**config.mk**
```make
export PLATFORM = sky130hd
export DESIGN_NAME = wb_arbiter
export DESIGN_NICKNAME = d
export VERILOG_FILES = /design/src/rtl/wb_arbiter.sv
export SDC_FILE = /design/constraint.sdc
export NUM_CORES = 1
export LEC_CHECK = 0
export CORE_UTILIZATION = 39
export DETAILED_ROUTE_END_ITERATION = 10
export PLACE_DENSITY = 0.94
export SLEW_MARGIN = 20
export SYNTH_ARGS = -nofsm -noshare
export SYNTH_HDL_FRONTEND = slang
export SYNTH_SLANG_ARGS = --single-unit
```
**constraint.sdc**
```tcl
create_clock -name clk_i -period 2 [get_ports clk_i]
set_input_delay 0.3 -clock clk_i [delete_from_list [all_inputs] [get_ports clk_i]]
set_output_delay 0.3 -clock clk_i [all_outputs]
set_load 0.02 [all_outputs]
```
**src/rtl/wb_arbiter.sv**
```systemverilog
// Two-requester round-robin writeback arbiter for a register bank.
// ALU and LSU compete for a single registered write port with one-cycle latency.
//
// last_grant_q | meaning
// 0            | ALU granted last, LSU wins the next tie
// 1            | LSU granted last, ALU wins the next tie (reset value)
module wb_arbiter #(
  parameter int NUMREGS   = 32,
  parameter int DATAWIDTH = 32
) (
  input  logic                       clk_i,
  input  logic                       rst_i,
  input  logic                       alu_valid_i,
  output logic                       alu_ready_o,
  input  logic [$clog2(NUMREGS)-1:0] alu_waddr_i,
  input  logic [DATAWIDTH-1:0]       alu_wdata_i,
  input  logic                       lsu_valid_i,
  output logic                       lsu_ready_o,
  input  logic [$clog2(NUMREGS)-1:0] lsu_waddr_i,
  input  logic [DATAWIDTH-1:0]       lsu_wdata_i,
  output logic                       we_o,
  output logic [$clog2(NUMREGS)-1:0] waddr_o,
  output logic [DATAWIDTH-1:0]       wdata_o,
  output logic                       last_grant_o
);

  localparam int AW = $clog2(NUMREGS);
  localparam logic [0:0] GRANT_ALU = 1'b0;
  localparam logic [0:0] GRANT_LSU = 1'b1;

  logic                 we_q, we_d;
  logic [AW-1:0]        waddr_q, waddr_d;
  logic [DATAWIDTH-1:0] wdata_q, wdata_d;
  logic [0:0]           last_grant_q, last_grant_d;
  logic                 alu_grant, lsu_grant;

  always_comb begin
    alu_grant = !rst_i && alu_valid_i && (!lsu_valid_i || (last_grant_q == GRANT_LSU));
    lsu_grant = !rst_i && lsu_valid_i && (!alu_valid_i || (last_grant_q == GRANT_ALU));

    we_d         = 1'b0;
    waddr_d      = waddr_q;
    wdata_d      = wdata_q;
    last_grant_d = last_grant_q;

    // Writes to x0 still consume the grant but never assert the bank enable.
    if (alu_grant) begin
      we_d         = |alu_waddr_i;
      waddr_d      = alu_waddr_i;
      wdata_d      = alu_wdata_i;
      last_grant_d = GRANT_ALU;
    end else if (lsu_grant) begin
      we_d         = |lsu_waddr_i;
      waddr_d      = lsu_waddr_i;
      wdata_d      = lsu_wdata_i;
      last_grant_d = GRANT_LSU;
    end
  end

  always_ff @(posedge clk_i) begin
    if (rst_i) begin
      we_q         <= 1'b0;
      waddr_q      <= '0;
      wdata_q      <= '0;
      last_grant_q <= GRANT_LSU;
    end else begin
      we_q         <= we_d;
      waddr_q      <= waddr_d;
      wdata_q      <= wdata_d;
      last_grant_q <= last_grant_d;
    end
  end

  assign alu_ready_o  = alu_grant;
  assign lsu_ready_o  = lsu_grant;
  assign we_o         = we_q;
  assign waddr_o      = waddr_q;
  assign wdata_o      = wdata_q;
  assign last_grant_o = last_grant_q;

endmodule

```
## Word-level counts from Yosys, hierarchy flattened

Index checks and enable logic that the tools add are counted.

- Mux-type cells: 8
- Reductions and logical operators: 12
- Bitwise logic cells: 1

Operators with widths:

| operator | count |
|---|---|
| 2-to-1 mux 32 bit | 2 |
| 2-to-1 mux 5 bit | 2 |
| OR reduction 5 bit | 2 |
| logical AND 1 bit | 4 |
| 2-to-1 mux 1 bit | 4 |
| zero test 1 bit | 3 |
| logical OR 1 bit | 2 |
| nonzero test 2 bit | 1 |
| inverter 1 bit | 1 |

- Flip-flop bits (word level): 39
- Logic and storage cells: 25
- Bits of input ports: 78
- Output and inout bits: 41

## Longest topological paths before layout

Gate-level depths: netlist of run 1.

- Depth after elaboration: 5
- Depth in mapped cells: 5
- Gate-level depth less buffers: 3

## Worst setup path after synthesis of run 1

Ideal clock, no wire load.

- Path type: register -> register
- From: reg last_grant_q, in the netlist last_grant_o
- To: reg wdata_q[10], in the netlist wdata_o[10]
- Required time: 1.878 ns
- Clock period less this slack: 1.472 ns
- Library setup time: 0.122 ns
- Arrival time: 1.350 ns
- Buffers on the path: 1
- Cell stages (with the launch flop): 5
- Path slack: 0.528 ns
- Cells stage by stage: dfxtp_1 nand2b_1 and3b_1 clkbuf_1 a221o_1

- Elaborated cells on any way between the ends: 7
- Those cells by class: mux: 1; bitwise: 1; reduce/logical: 5

RTL lines:

| what | line | RTL |
|---|---|---|
| start: declaration | 34 | `logic [0:0] last_grant_q, last_grant_d;` |
| start signal: assignment | 70 | `last_grant_q <= last_grant_d;` |
| logical OR 1 bit (*) | 38 | `alu_grant = !rst_i && alu_valid_i && (!lsu_valid_i \|\| (last_grant_q == GRANT_LSU));` |
| logical AND 1 bit (*) | 38 |  |
| net alu_ready_o | 14 | `output logic alu_ready_o,` |
| 2-to-1 mux 32 bit or nonzero test 2 bit (tied branches) | n/a |  |
| end signal: assignment | 69 | `wdata_q <= wdata_d;` |
| end: declaration | 33 | `logic [DATAWIDTH-1:0] wdata_q, wdata_d;` |

The timed path passes the listed nets; every way through them passes the cells marked *.
A chain may end at the register's enable or synchronous reset.

## Final worst setup path of run 1

- From: in lsu_valid_i
- To: out alu_ready_o

- Cells in the longest elaborated chain, start to end: 3

RTL lines:

| what | line | RTL |
|---|---|---|
| start: declaration | 17 | `input logic lsu_valid_i,` |
| zero test 1 bit | 38 |  |
| logical OR 1 bit | 38 |  |
| logical AND 1 bit | 38 |  |
| end: declaration | 14 |  |

Every way passes these cells.

==> results.py, run 1 <==
metrics = {
    "run_status": {
        "status": "finished, final reports clean",
    },
    "critical_path": {
        "cp_cell_sequence": "clkdlybuf4s50_1 -> nand2b_1 -> and3b_1 -> dlygate4sd2_1",
        "crit_fanout": 6,
        "crit_arrival_ns": 1.60,
        "reg2regPathDepth": 4,
        "cp-end-kind": "output port",
        "slowest_stage": "clkdlybuf4s50_1",
        "crit_path_start_kind": "primary input",
        "path_delay_family": "buffers and inverters",
        "timing.rr.start": "last_grant_o$_SDFFE_PP1P_",
        "cp_data_required_time_ns": 1.70,
        "cp_num_buf_inv": 2,
        "cp_num_cells": 4,
        "cp-startpoint": "lsu_valid_i",
        "slowest_delay_ns": 0.67,
        "path_class": "primary input to output port",
    },
    "pwr": {
        "p_per_area_nw_per_um2": 650.9,
        "leakagePower_nw": 1.257,
        "peakVddDrop_mv": 0.2830,
    },
    "sta": {
        "finClkSkew_ns": 0.002161,
        "setup_violations": 0,
        "fmax_ghz": 0.5266,
        "rsz0062_at_grt": "false",
        "period_needed_ns": 1.899,
        "final.period_utilization": 0.9495,
        "slew_violations": 0,
        "slew_headroom": 0.3394,
        "hold_viol": 0,
        "tightest_slew_ns": 0.9855,
    },
    "final_layout": {
        "mostFrequentLayoutCells": "clkdlybuf4s50_1, dfxtp_1, inv_1, a2111oi_0, a221o_1",
        "post_route_cells_drive_above_1_share": 0.05705,
        "nNetsFinal": 375,
        "finalNonFillerCells": 350,
        "final_util": 0.7030,
        "syn2layout_area_growth_pct": 68.94,
        "antenna_cells": 0,
        "mostFrequentLayoutCell": "clkdlybuf4s50_1",
    },
    "floorplan": {
        "design.core.area_sq_um": 4444,
        "die_w_um": 70.86,
        "start_util": 0.4161,
        "io_pins": 119,
        "dieArea_sq_um": 5021,
        "chipHeight_um": 70.86,
        "rows": 24,
    },
    "yosys": {
        "avgSynthCellArea_sq_um": 9.942,
        "synth_seq_area_share": 0.4222,
        "ys_seq_elements": 39,
        "syn_nets": 264,
        "synth_top_area_cell": "dfxtp_1",
        "yosysUniqueCellTypes": 18,
        "yosysTopAreaCellShare": 0.4222,
        "netlist_area_sq_um": 1849,
        "synthTopCellsByArea": "dfxtp_1, a221o_1, a2111oi_0, inv_1, buf_6",
        "syn-instance-count": 186,
        "ys.warnings.count": 0,
    },
    "grt": {
        "grt_max_degree": 39,
        "antenna_found_initial": 0,
        "grt_pass1_wl_um": 9004,
        "grt_pass1_vias": 1903,
        "globalRouteOverflowTotal": 0,
        "grt_usage": 0.2271,
    },
    "route": {
        "antenna_left": 0,
        "detailedRoute.firstIterationViolations": 167,
        "vias_per_cell": 5.754,
        "drt_wl_total_um": 5902,
        "vias": 2014,
        "wl_per_cell_um": 16.86,
        "drtPass1Iterations": 8,
        "drc": 0,
    },
    "cts": {
        "cts_htree_levels": 2,
        "clock_latency_ns": 0.28,
        "cts_setup_buffers": 0,
        "cts_tree": "yes",
        "clk_pin_slew_ns": 0.07,
        "cts_hold_buffers": 0,
        "cts_max_path_buffers": 2,
        "cts_buffers": 5,
        "clock_sinks": 39,
        "clockRootBuffer": "clkbuf_8",
    },
    "placement": {
        "place_inst": 341,
        "gp_congestion": 0.7269,
        "portBuffers": 118,
        "hpwl_um": 3832,
    },
    "job": {
        "cap_violations": 0,
    },
    "min_path": {
        "min_path_cells": 1,
        "hp-start": "wdata_o[28]$_SDFFE_PP0P_",
        "min-delay-path-class": "flip-flop to flip-flop",
    },
}
==> layout make-up <==
class	count	area (sq um)
Clock buffer	8	100.1
Multi-Input combinational cell	89	802.0
Sequential cell	39	780.7
Timing Repair Buffer	125	1237
Tap cell	52	65.06
Inverter	37	138.9
Fill cell	357	1320
==> kinds of logic (layout without fill, tap and decap cells) <==
kind of cell / after synthesis / in the layout / synth area share
buf+inv: 59 / 170 / 0.1570
simple gates: 12 / 13 / 0.03789
compound gates: 76 / 76 / 0.3830
flops: 39 / 39 / 0.4222
==> cells in the mapped netlist <==
| master | count |
|---|---|
| nand3_1 | 1 |
| nor2_1 | 2 |
| nor3_1 | 2 |
| a2111oi_0 | 37 |
| buf_6 | 8 |
| clkbuf_2 | 3 |
| a221o_1 | 37 |
| dfxtp_1 | 39 |
| buf_4 | 1 |
| buf_2 | 1 |
| inv_1 | 37 |
| nand2b_1 | 2 |
| a22o_1 | 1 |
| nor3_2 | 1 |
| nand2_1 | 2 |
| clkbuf_1 | 9 |
| and3b_1 | 2 |
| o21ai_0 | 1 |
==> through the flow <==
stage	setup WS, ns	hold slack, ns	TNS [ns]	total power [W]	cell area [sq um]
6_report	0.1009	0.4855	0	0.002033	3124
3_3_place_gp	-0.3470	0.4678	-12.56	0.001455	3005
4_1_cts	0.04497	0.4910	0	0.002039	3112
3_5_place_dp	-0.4342	0.4666	-14.74	0.001464	3005
5_1_grt	0.03214	0.5018	0	0.002115	3124
2_1_floorplan	0.5282	0.4374	0	0.001143	1849
==> state kept, by name, indices dropped and copies added, names as in the netlist <==
| signal | cells |
|---|---|
| last_grant_o | 1 |
| waddr_o | 5 |
| wdata_o | 32 |
| we_o | 1 |
==> power by group <==
| part | leakage (nW) | internal [W] | switching [W] |
|---|---|---|---|
| Clock | 0.0515 | 0.000315 | 0.000262 |
| Sequential | 0.324 | 0.000847 | 0.0000385 |
| Combinational | 0.881 | 0.000323 | 0.000248 |
| Total | 1.26 | 0.00148 | 0.000549 |
==> per-layer routing <==
metal  track usage  vias up  routed length [um]
met5             0        -                   0
met4       0.08222        0                 118
met3       0.07550       12                 484
met2        0.3878      102                2904
met1        0.2658      935                2395
li1              -      965                   -
==> path summary, 6_finish.rpt <==
check                                   to  slack, ns
setup reg to reg   wdata_o[5]$_SDFFE_PP0P_       0.43
hold reg to reg   wdata_o[28]$_SDFFE_PP0P_       0.49
hold / removal    wdata_o[28]$_SDFFE_PP0P_       0.49
setup / recovery               alu_ready_o       0.10
==> repair_timing <==
item	in CTS	in global routing
setup endpoints to repair	39	11
endpoints found under the hold margin	0	0
gates resized for setup	4	1
gates cloned	0	1
pin swaps	1	0
Power figures use the tool's default switching activity.
==> run 2, diff against run 1 <==
Settings changed: CORE_MARGIN set to 1.
==> results of run 2 <==
The final DEF is identical to that of run 1; final timing and power are the same.
==> run 3, diff against run 2 <==
Settings changed: SLEW_MARGIN 20 to unset.
==> results of run 3 <==
The final DEF is identical to that of run 1; final timing and power are the same.
